`config.mk`:
```
export PLATFORM = sky130hd
export DESIGN_NAME = ps2_scancode_rx_flat
export DESIGN_NICKNAME = d
export VERILOG_FILES = /design/src/rtl/ps2_scancode_rx_pkg.sv /design/src/rtl/ps2_scancode_rx_if.sv /design/src/rtl/ps2_scancode_rx_line_filter.sv /design/src/rtl/ps2_scancode_rx.sv /design/src/flat_wrapper.sv
export SDC_FILE = /design/constraint.sdc
export NUM_CORES = 1
export LEC_CHECK = 0
export ABC_AREA = 1
export ABC_CLOCK_PERIOD_IN_PS = 3700
export CORE_MARGIN = 1.5
export CORE_UTILIZATION = 60
export DETAILED_ROUTE_END_ITERATION = 8
export GPL_TIMING_DRIVEN = 0
export PLACE_DENSITY = 0.8
export REMOVE_ABC_BUFFERS = 1
export SETUP_SLACK_MARGIN = 0.5
export SYNTH_ARGS = -nofsm -noshare
export SYNTH_HDL_FRONTEND = slang
export SYNTH_SLANG_ARGS = --single-unit
export TNS_END_PERCENT = 100
```
`constraint.sdc`:
```
create_clock -name clk -period 3.7 [get_ports clk]
set_input_delay 0.555 -clock clk [delete_from_list [all_inputs] [get_ports clk]]
set_output_delay 0.555 -clock clk [all_outputs]
set_load 0.02 [all_outputs]
```
`src/rtl/ps2_scancode_rx_pkg.sv`:
```
// Shared constants and types for the PS/2 scan-code receiver.
// Prefix bytes, common make codes, receiver FSM encoding and frame length.
package ps2_pkg;

    localparam logic [7:0] PS2_BREAK  = 8'hF0;
    localparam logic [7:0] PS2_EXT    = 8'hE0;

    localparam logic [7:0] KEY_CAPS   = 8'h58;
    localparam logic [7:0] KEY_LSHIFT = 8'h12;
    localparam logic [7:0] KEY_RSHIFT = 8'h59;
    localparam logic [7:0] KEY_ENTER  = 8'h5A;
    localparam logic [7:0] KEY_BKSP   = 8'h66;

    localparam int FRAME_BITS = 11;
    localparam int KEY_W      = 10;

    typedef enum logic [1:0] {
        IDLE  = 2'd0,
        SHIFT = 2'd1,
        CHECK = 2'd2
    } rx_state_t;

endpackage

```
`src/rtl/ps2_scancode_rx_if.sv`:
```
// PS/2 pins plus decoded key/event outputs; master drives the pins, slave is the receiver.
interface ps2_scancode_rx_if;
    import ps2_pkg::*;

    logic             ps2_clk;
    logic             ps2_data;
    logic             done_key;
    logic [KEY_W-1:0] key_data;
    logic             frame_err;

    modport master (output ps2_clk, ps2_data, input  done_key, key_data, frame_err);
    modport slave  (input  ps2_clk, ps2_data, output done_key, key_data, frame_err);

endinterface

```
`src/rtl/ps2_scancode_rx_line_filter.sv`:
```
// Synchronises both PS/2 pins, debounces the clock and emits a one-cycle fall strobe.
// data_s is delayed one cycle so it lines up with the strobe.
module ps2_line_filter #(
    parameter int FILTER_LEN = 4
) (
    input  logic clk,
    input  logic rst,
    input  logic ps2Clk,
    input  logic ps2Data,
    output logic fall,
    output logic data_s
);
    localparam int CNT_W = $clog2(FILTER_LEN + 1);

    logic [1:0]       clkSync;
    logic [1:0]       dataSync;
    logic             clkFilt;
    logic [CNT_W-1:0] runCnt;

    always_ff @(posedge clk) begin
        if (rst) begin
            clkSync  <= 2'b11;
            dataSync <= 2'b11;
            clkFilt  <= 1'b1;
            runCnt   <= '0;
            fall     <= 1'b0;
            data_s   <= 1'b1;
        end else begin
            clkSync  <= {clkSync[0], ps2Clk};
            dataSync <= {dataSync[0], ps2Data};
            data_s   <= dataSync[1];
            fall     <= 1'b0;
            // Count a run of samples disagreeing with the filtered level; any agreement restarts it.
            if (clkSync[1] != clkFilt) begin
                if (runCnt == CNT_W'(FILTER_LEN - 1)) begin
                    clkFilt <= clkSync[1];
                    runCnt  <= '0;
                    fall    <= clkFilt;
                end else begin
                    runCnt <= runCnt + 1'b1;
                end
            end else begin
                runCnt <= '0;
            end
        end
    end

endmodule

```
`src/rtl/ps2_scancode_rx.sv`:
```
// PS/2 keyboard receiver: frames bytes, folds F0/E0 prefixes into {ext,brk,code}.
// done_key / frame_err strobe two cycles after the stop-bit fall; mid-frame silence aborts.
module ps2_scancode_rx
    import ps2_pkg::*;
#(
    parameter int FILTER_LEN     = 4,
    parameter int TIMEOUT_CYCLES = 50000
) (
    input  logic               clk,
    input  logic               rst,
    ps2_scancode_rx_if.slave   bus
);
    localparam int          TO_W     = $clog2(TIMEOUT_CYCLES + 1);
    localparam logic [1:0]  ST_IDLE  = IDLE;
    localparam logic [1:0]  ST_SHIFT = SHIFT;
    localparam logic [1:0]  ST_CHECK = CHECK;

    logic             fall;
    logic             dataS;
    logic [1:0]       state;
    logic [3:0]       bitCnt;
    logic [9:0]       shiftReg;
    logic [TO_W-1:0]  toCnt;
    logic             ext;
    logic             brk;
    logic             doneKey;
    logic             frameErr;
    logic [KEY_W-1:0] keyData;
    logic [7:0]       code;
    logic             frameOk;

    ps2_line_filter #(.FILTER_LEN(FILTER_LEN)) u_filter (
        .clk     (clk),
        .rst     (rst),
        .ps2Clk  (bus.ps2_clk),
        .ps2Data (bus.ps2_data),
        .fall    (fall),
        .data_s  (dataS)
    );

    // shiftReg after ten shifts: [9]=stop, [8]=parity, [7:0]=data
    assign code    = shiftReg[7:0];
    assign frameOk = (^shiftReg[8:0]) & shiftReg[9];

    always_ff @(posedge clk) begin
        if (rst) begin
            state    <= ST_IDLE;
            bitCnt   <= '0;
            shiftReg <= '0;
            toCnt    <= '0;
            ext      <= 1'b0;
            brk      <= 1'b0;
            doneKey  <= 1'b0;
            frameErr <= 1'b0;
            keyData  <= '0;
        end else begin
            doneKey  <= 1'b0;
            frameErr <= 1'b0;
            if (fall || state != ST_SHIFT) toCnt <= '0;
            else                           toCnt <= toCnt + 1'b1;

            case (state)
                ST_IDLE: begin
                    if (fall && !dataS) begin
                        state  <= ST_SHIFT;
                        bitCnt <= 4'd1;
                    end
                end
                ST_SHIFT: begin
                    if (fall) begin
                        shiftReg <= {dataS, shiftReg[9:1]};
                        bitCnt   <= bitCnt + 1'b1;
                        if (bitCnt == 4'd10) state <= ST_CHECK;
                    end else if (toCnt == TO_W'(TIMEOUT_CYCLES - 2)) begin
                        // Counter reaches TIMEOUT_CYCLES-1 on this edge; strobe lands exactly TIMEOUT_CYCLES after the fall.
                        state    <= ST_IDLE;
                        frameErr <= 1'b1;
                        ext      <= 1'b0;
                        brk      <= 1'b0;
                    end
                end
                ST_CHECK: begin
                    state <= ST_IDLE;
                    if (!frameOk) begin
                        frameErr <= 1'b1;
                        ext      <= 1'b0;
                        brk      <= 1'b0;
                    end else if (code == PS2_BREAK) begin
                        brk <= 1'b1;
                    end else if (code == PS2_EXT) begin
                        ext <= 1'b1;
                    end else begin
                        keyData <= {ext, brk, code};
                        doneKey <= 1'b1;
                        ext     <= 1'b0;
                        brk     <= 1'b0;
                    end
                end
                default: state <= ST_IDLE;
            endcase
        end
    end

    assign bus.done_key  = doneKey;
    assign bus.frame_err = frameErr;
    assign bus.key_data  = keyData;

endmodule

```
`src/flat_wrapper.sv`:
```
// flat-port wrapper written by rule: the top's interface ports become plain ports
module ps2_scancode_rx_flat import ps2_pkg::*;
#(
    parameter int FILTER_LEN     = 4,
    parameter int TIMEOUT_CYCLES = 50000
)
  (clk, rst, bus_ps2_clk, bus_ps2_data, bus_done_key, bus_key_data, bus_frame_err);
  ps2_scancode_rx_if bus_i ();
  input  logic clk;
  input  logic rst;
  input wire logic [$bits(bus_i.ps2_clk)-1:0] bus_ps2_clk;
  input wire logic [$bits(bus_i.ps2_data)-1:0] bus_ps2_data;
  output wire logic [$bits(bus_i.done_key)-1:0] bus_done_key;
  output wire logic [$bits(bus_i.key_data)-1:0] bus_key_data;
  output wire logic [$bits(bus_i.frame_err)-1:0] bus_frame_err;
  assign bus_i.ps2_clk = bus_ps2_clk;
  assign bus_i.ps2_data = bus_ps2_data;
  assign bus_done_key = bus_i.done_key;
  assign bus_key_data = bus_i.key_data;
  assign bus_frame_err = bus_i.frame_err;
  ps2_scancode_rx #(.FILTER_LEN(FILTER_LEN), .TIMEOUT_CYCLES(TIMEOUT_CYCLES)) u_core (.clk(clk), .rst(rst), .bus(bus_i));
endmodule
```
# After elaboration in Yosys (flattened, before gate mapping)
# Cells that the tools add are included.
# classes
reduce_logical	18
bitwise	7
n_mux	23
n_eq_ne	17
add_sub_neg	3
# ops
op	n
adder 16 x 1 -> 16 bit (second input constant)	1
== test 16 bit (second input constant)	1
== test 8 bit (second input constant)	2
two-way mux 1 bit	12
AND reduction 4 bit	3
XOR reduction 9 bit	1
two-way mux 2 bit	4
two-way mux 4 bit	2
case mux 4 bit (2 select lines)	1
inequality test 2 x 1 -> 1 bit (second input constant)	3
inequality test 3 x 2 -> 1 bit (second input constant)	2
NOT 1 bit	6
case mux 1 bit (2 select lines)	3
AND reduction 3 bit	2
OR reduction 3 bit	2
adder 4 x 1 -> 4 bit (second input constant)	1
== test 4 bit (second input constant)	1
inequality test 2 bit (second input constant)	2
inequality test 4 bit (second input constant)	1
case mux 2 bit (2 select lines)	1
AND reduction 2 bit	2
nonzero test 2 bit	2
OR reduction 4 bit	1
adder 3 x 1 -> 3 bit (second input constant)	1
other kinds (11)	11
# word_totals
regBits	56
elab_cells	83
in_bits	4

# Depth between registers and ports, before layout
# depth
word_depth	5
mapped_depth	13
ltp_nobuf	13

# By module
# From an unflattened synthesis, not the netlist that was laid out.
# unflattened
hier_cells	325
hier_area_um2	2571.2
# modules_own_cells
mod	instances	area_each_um2	seq_area_each_um2	cells_per_inst
ps2_scancode_rx	1	2255.9	920.9	294
ps2_line_filter	1	315.3	200.2	31

# Worst setup path after synthesis
# OpenSTA, ideal clock, no wires.
# synth_timing
path_kind	register -> register
start	register u_core.shiftReg[4]
end	register u_core.keyData[0] (netlist: u_core.bus.key_data[0])
arrival_ps	1519
stages_incl_launch_ff	9
path_buffers	0
path_slack_ps	2117
required_time_ps	3636
period_less_slack_ps	1583
path_cell_list	dfxtp_1 -> inv_1 -> ha_1 -> xor2_1 -> nand3_2 -> nand3_4 -> nor3_4 -> nor2_1 -> nor2_1
# synth_via
elab_chain_cells	3
# synth_rtl
item	line	source
start: declaration	ps2_scancode_rx.sv:22	logic [9:0] shiftReg;
start signal: assignment	ps2_scancode_rx.sv:71	shiftReg <= {dataS, shiftReg[9:1]};
XOR reduction 9 bit, or another cell as far along	ps2_scancode_rx.sv:43	assign frameOk = (^shiftReg[8:0]) & shiftReg[9];
bitwise AND 1 bit or NOT 1 bit (tied branches)	--	
AND reduction 4 bit (no line) *	--	
end signal: assignment	ps2_scancode_rx.sv:93	keyData <= {ext, brk, code};
end: declaration	ps2_scancode_rx.sv:28	logic [KEY_W-1:0] keyData;
# Every way passes the cells marked *; elsewhere a longest branch is shown, timed or not.
# A chain may end at the register's enable or synchronous reset.

# Worst setup path in the final report
# layout_timing
start	input port rst
end	register u_core.toCnt[7]
# layout_via
elab_chain_cells	1
# layout_rtl
item	line	source
start: declaration	flat_wrapper.sv:10	input logic rst;
OR reduction 2 bit (no line)	--	
end signal: assignment	ps2_scancode_rx.sv:60	else toCnt <= toCnt + 1'b1;
end: declaration	ps2_scancode_rx.sv:23	logic [TO_W-1:0] toCnt;
# Every way passes these cells.

==> impl_metrics.ini <==
[outcome]
status = complete, no violations

[hold_path]
min_path_type = reg -> reg
hold_start = u_core.u_filter.dataSync[0]$_SDFF_PP1_

[yosys]
yosys_most_used_dff = dfxtp_1
synthCells = 333
yosysMostFrequentCell = dfxtp_1
yosysSeqAreaShare_pct = 43.52
yosys.area.top_type_share_pct = 43.52
synth_top_area_cell = dfxtp_1
asyncSetResetFlopFracSynth_pct = 0
synth.avg_cell_area_sq_um = 7.736
synth_edf_count = 0
synth_warnings = 0
synthesis.area_sq_um = 2576
ys_ff_latch = 56
netlist_top_cells_area = dfxtp_1 44%, ha_1 6.8%, inv_1 6.7%, nand2_1 6.7%, nor2_1 5.8%
synthDistinctLibCells = 35
synth_common_cells = 56 x dfxtp_1, 46 x inv_1, 46 x nand2_1

[setup_path]
crit_path_max_fanout = 24
r2r_slack_ns = 1.64
cp-end-kind = flop
cp-startpoint = rst
crit_type = in -> reg
start_kind = input port
r2r-start = u_core.state[1]$_SDFFE_PP0P_
worstPathRequired_ns = 3.95
cp.arrival_ns = 2.76

[pwr]
powerDensity_nw_per_um2 = 354.1
peakVddDrop_uv = 236.2
p_leak_nw = 1.104

[layout]
drive_above_1_share_pct = 9.714
fin_nets = 367
synthToLayoutAreaGrowth_pct = 10.98
fin_util_pct = 70.46
antenna_cells = 0

[clock_network]
cts_setup_buffers = 0
cts_hold_buf = 0
clkTransAtPathRegs_ns = 0.09
cts_tree = yes
clk-insertion-delay-late_ns = 0.31
root_buffer = clkbuf_8
cts_resized = 0
ctsHtreeMaxLevel = 2
cts_max_path_buffers = 2
cts.sinks = 56
cts_buffers = 5

[timing]
fmax_ghz = 0.3989
min_period_ns = 2.507
clock_skew_ns = 0.007788
period_share_pct = 67.75
rsz0062_at_grt = false
hold_violations = 0
slew_viol_final = 0
final.setup.tns_ns = 0
worst_pin_slew_ns = 0.6375
setup_viol = 0
relSlewSlack_pct = 57.45

[routing]
ant_nets = 0
drc = 0
via_per_inst = 5.188
firstDrtPassIters = 4
dr.first_iter.drc_count = 120
vias = 2075
wirelength_microns = 4327
post_drt_wl_per_cell_microns = 10.82

[global_route]
overflow = 0
grt_use_total_pct = 20.92
grt_pass1_vias = 1797
grt_max_degree = 25
antenna_found_initial = 0
grt_pass1_wl_microns = 7369

[place]
numPortBuffers = 15
hpwlAfterDp_microns = 3179
routabilityCongestion = 0.8113

[run]
maxCapViolations = 0

[die]
coreArea_sq_um = 4058
dieArea_sq_um = 4696
rows = 23
io_pins = 16
fp.dieH_microns = 68.53
start_util_pct = 63.49
die_x_microns = 68.53
## report_power, final
group / internal (mW) / leakage, nW / switching, mW
logic: 0.0199 / 0.607 / 0.0336
clock network: 0.152 / 0.0445 / 0.189
registers: 0.612 / 0.453 / 0.00577
total: 0.784 / 1.10 / 0.229
## state kept, by name, indices dropped and copies added (netlist names)
signal                    cells
u_core.bitCnt                 4
u_core.brk                    1
u_core.bus.done_key           1
u_core.bus.frame_err          1
u_core.bus.key_data          10
u_core.ext                    1
u_core.shiftReg              10
u_core.state                  2
u_core.toCnt                 16
u_core.u_filter.clkFilt       1
u_core.u_filter.clkSync       2
u_core.u_filter.dataSync      2
u_core.u_filter.data_s        1
u_core.u_filter.fall          1
u_core.u_filter.runCnt        3
## path summary, 6_finish.rpt
| path | end | cells after the start |
|---|---|---|
| setup / recovery | u_core.toCnt[7]$_SDFF_PP0_ | 6 |
| hold / removal | u_core.u_filter.dataSync[1]$_SDFF_PP1_ | 1 |
| setup reg to reg | u_core.bitCnt[3]$_SDFFE_PP0P_ | 9 |
| hold reg to reg | u_core.u_filter.dataSync[1]$_SDFF_PP1_ | 1 |
## worst max-delay path, cell delays in order
cell and delay [ns]:
clkdlybuf4s50_1 0.65, inv_1 0.60, nand2_1 0.46, inv_1 0.24
o21ai_0 0.11, a21oi_1 0.12
## layout by cell type (no fill, tap or decap), drive strengths merged, types with 2 or more instances in the layout
| cell type | instances |
|---|---|
| nand4 | 7 |
| nor2 | 43 |
| or2 | 7 |
| ha | 14 |
| nand3 | 23 |
| a21oi | 28 |
| nor4 | 2 |
| nor3 | 8 |
| xor2 | 3 |
| nand2 | 52 |
| xnor2 | 2 |
| clkbuf | 7 |
| nand3b | 2 |
| inv | 52 |
| clkdlybuf4s50 | 15 |
| dfxtp | 56 |
| a211oi | 3 |
| o21ai | 20 |
## stage by stage
stage	hold WS (ns)	area (sq um)	setup slack (ns)	instances	power, mW
after floorplan	0.3895	2552	2.032	327	0.6685
after global placement	0.3921	2765	0.9173	392	0.6824
after detailed placement	0.3979	2765	0.8818	392	0.6839
after CTS	0.4202	2859	1.219	400	1.025
after global routing	0.4404	2859	1.044	400	1.059
final	0.4161	2859	1.193	400	1.012
## per-layer routing
layer	track usage, %	share of wire [%]
met1	25.84	51
met2	34.86	44
met3	4.870	2.9
met4	8.750	1.8
met5	0	0
## area by class of cell
type / instances / area, sq um
inverters: 53 / 198.9
clock buffers: 7 / 86.33
clock inverters: 1 / 7.507
fillers: 347 / 1199
flip-flops and latches: 56 / 1121
multi-input cells: 218 / 1232
repair buffers: 15 / 150.1
well taps: 50 / 62.56
## logic make-up after synthesis
| logic type | after synthesis | synth area share, % |
|---|---|---|
| DFF | 56 | 43.52 |
| AOI/OAI and AO/OA | 53 | 10.88 |
| xor gates and xnor gates | 5 | 1.700 |
| buffers and inverters | 59 | 8.645 |
| and+or+nand+nor | 146 | 28.46 |
| adders and majority gates | 14 | 6.799 |
No activity file was read; power rests on OpenSTA's default activity.
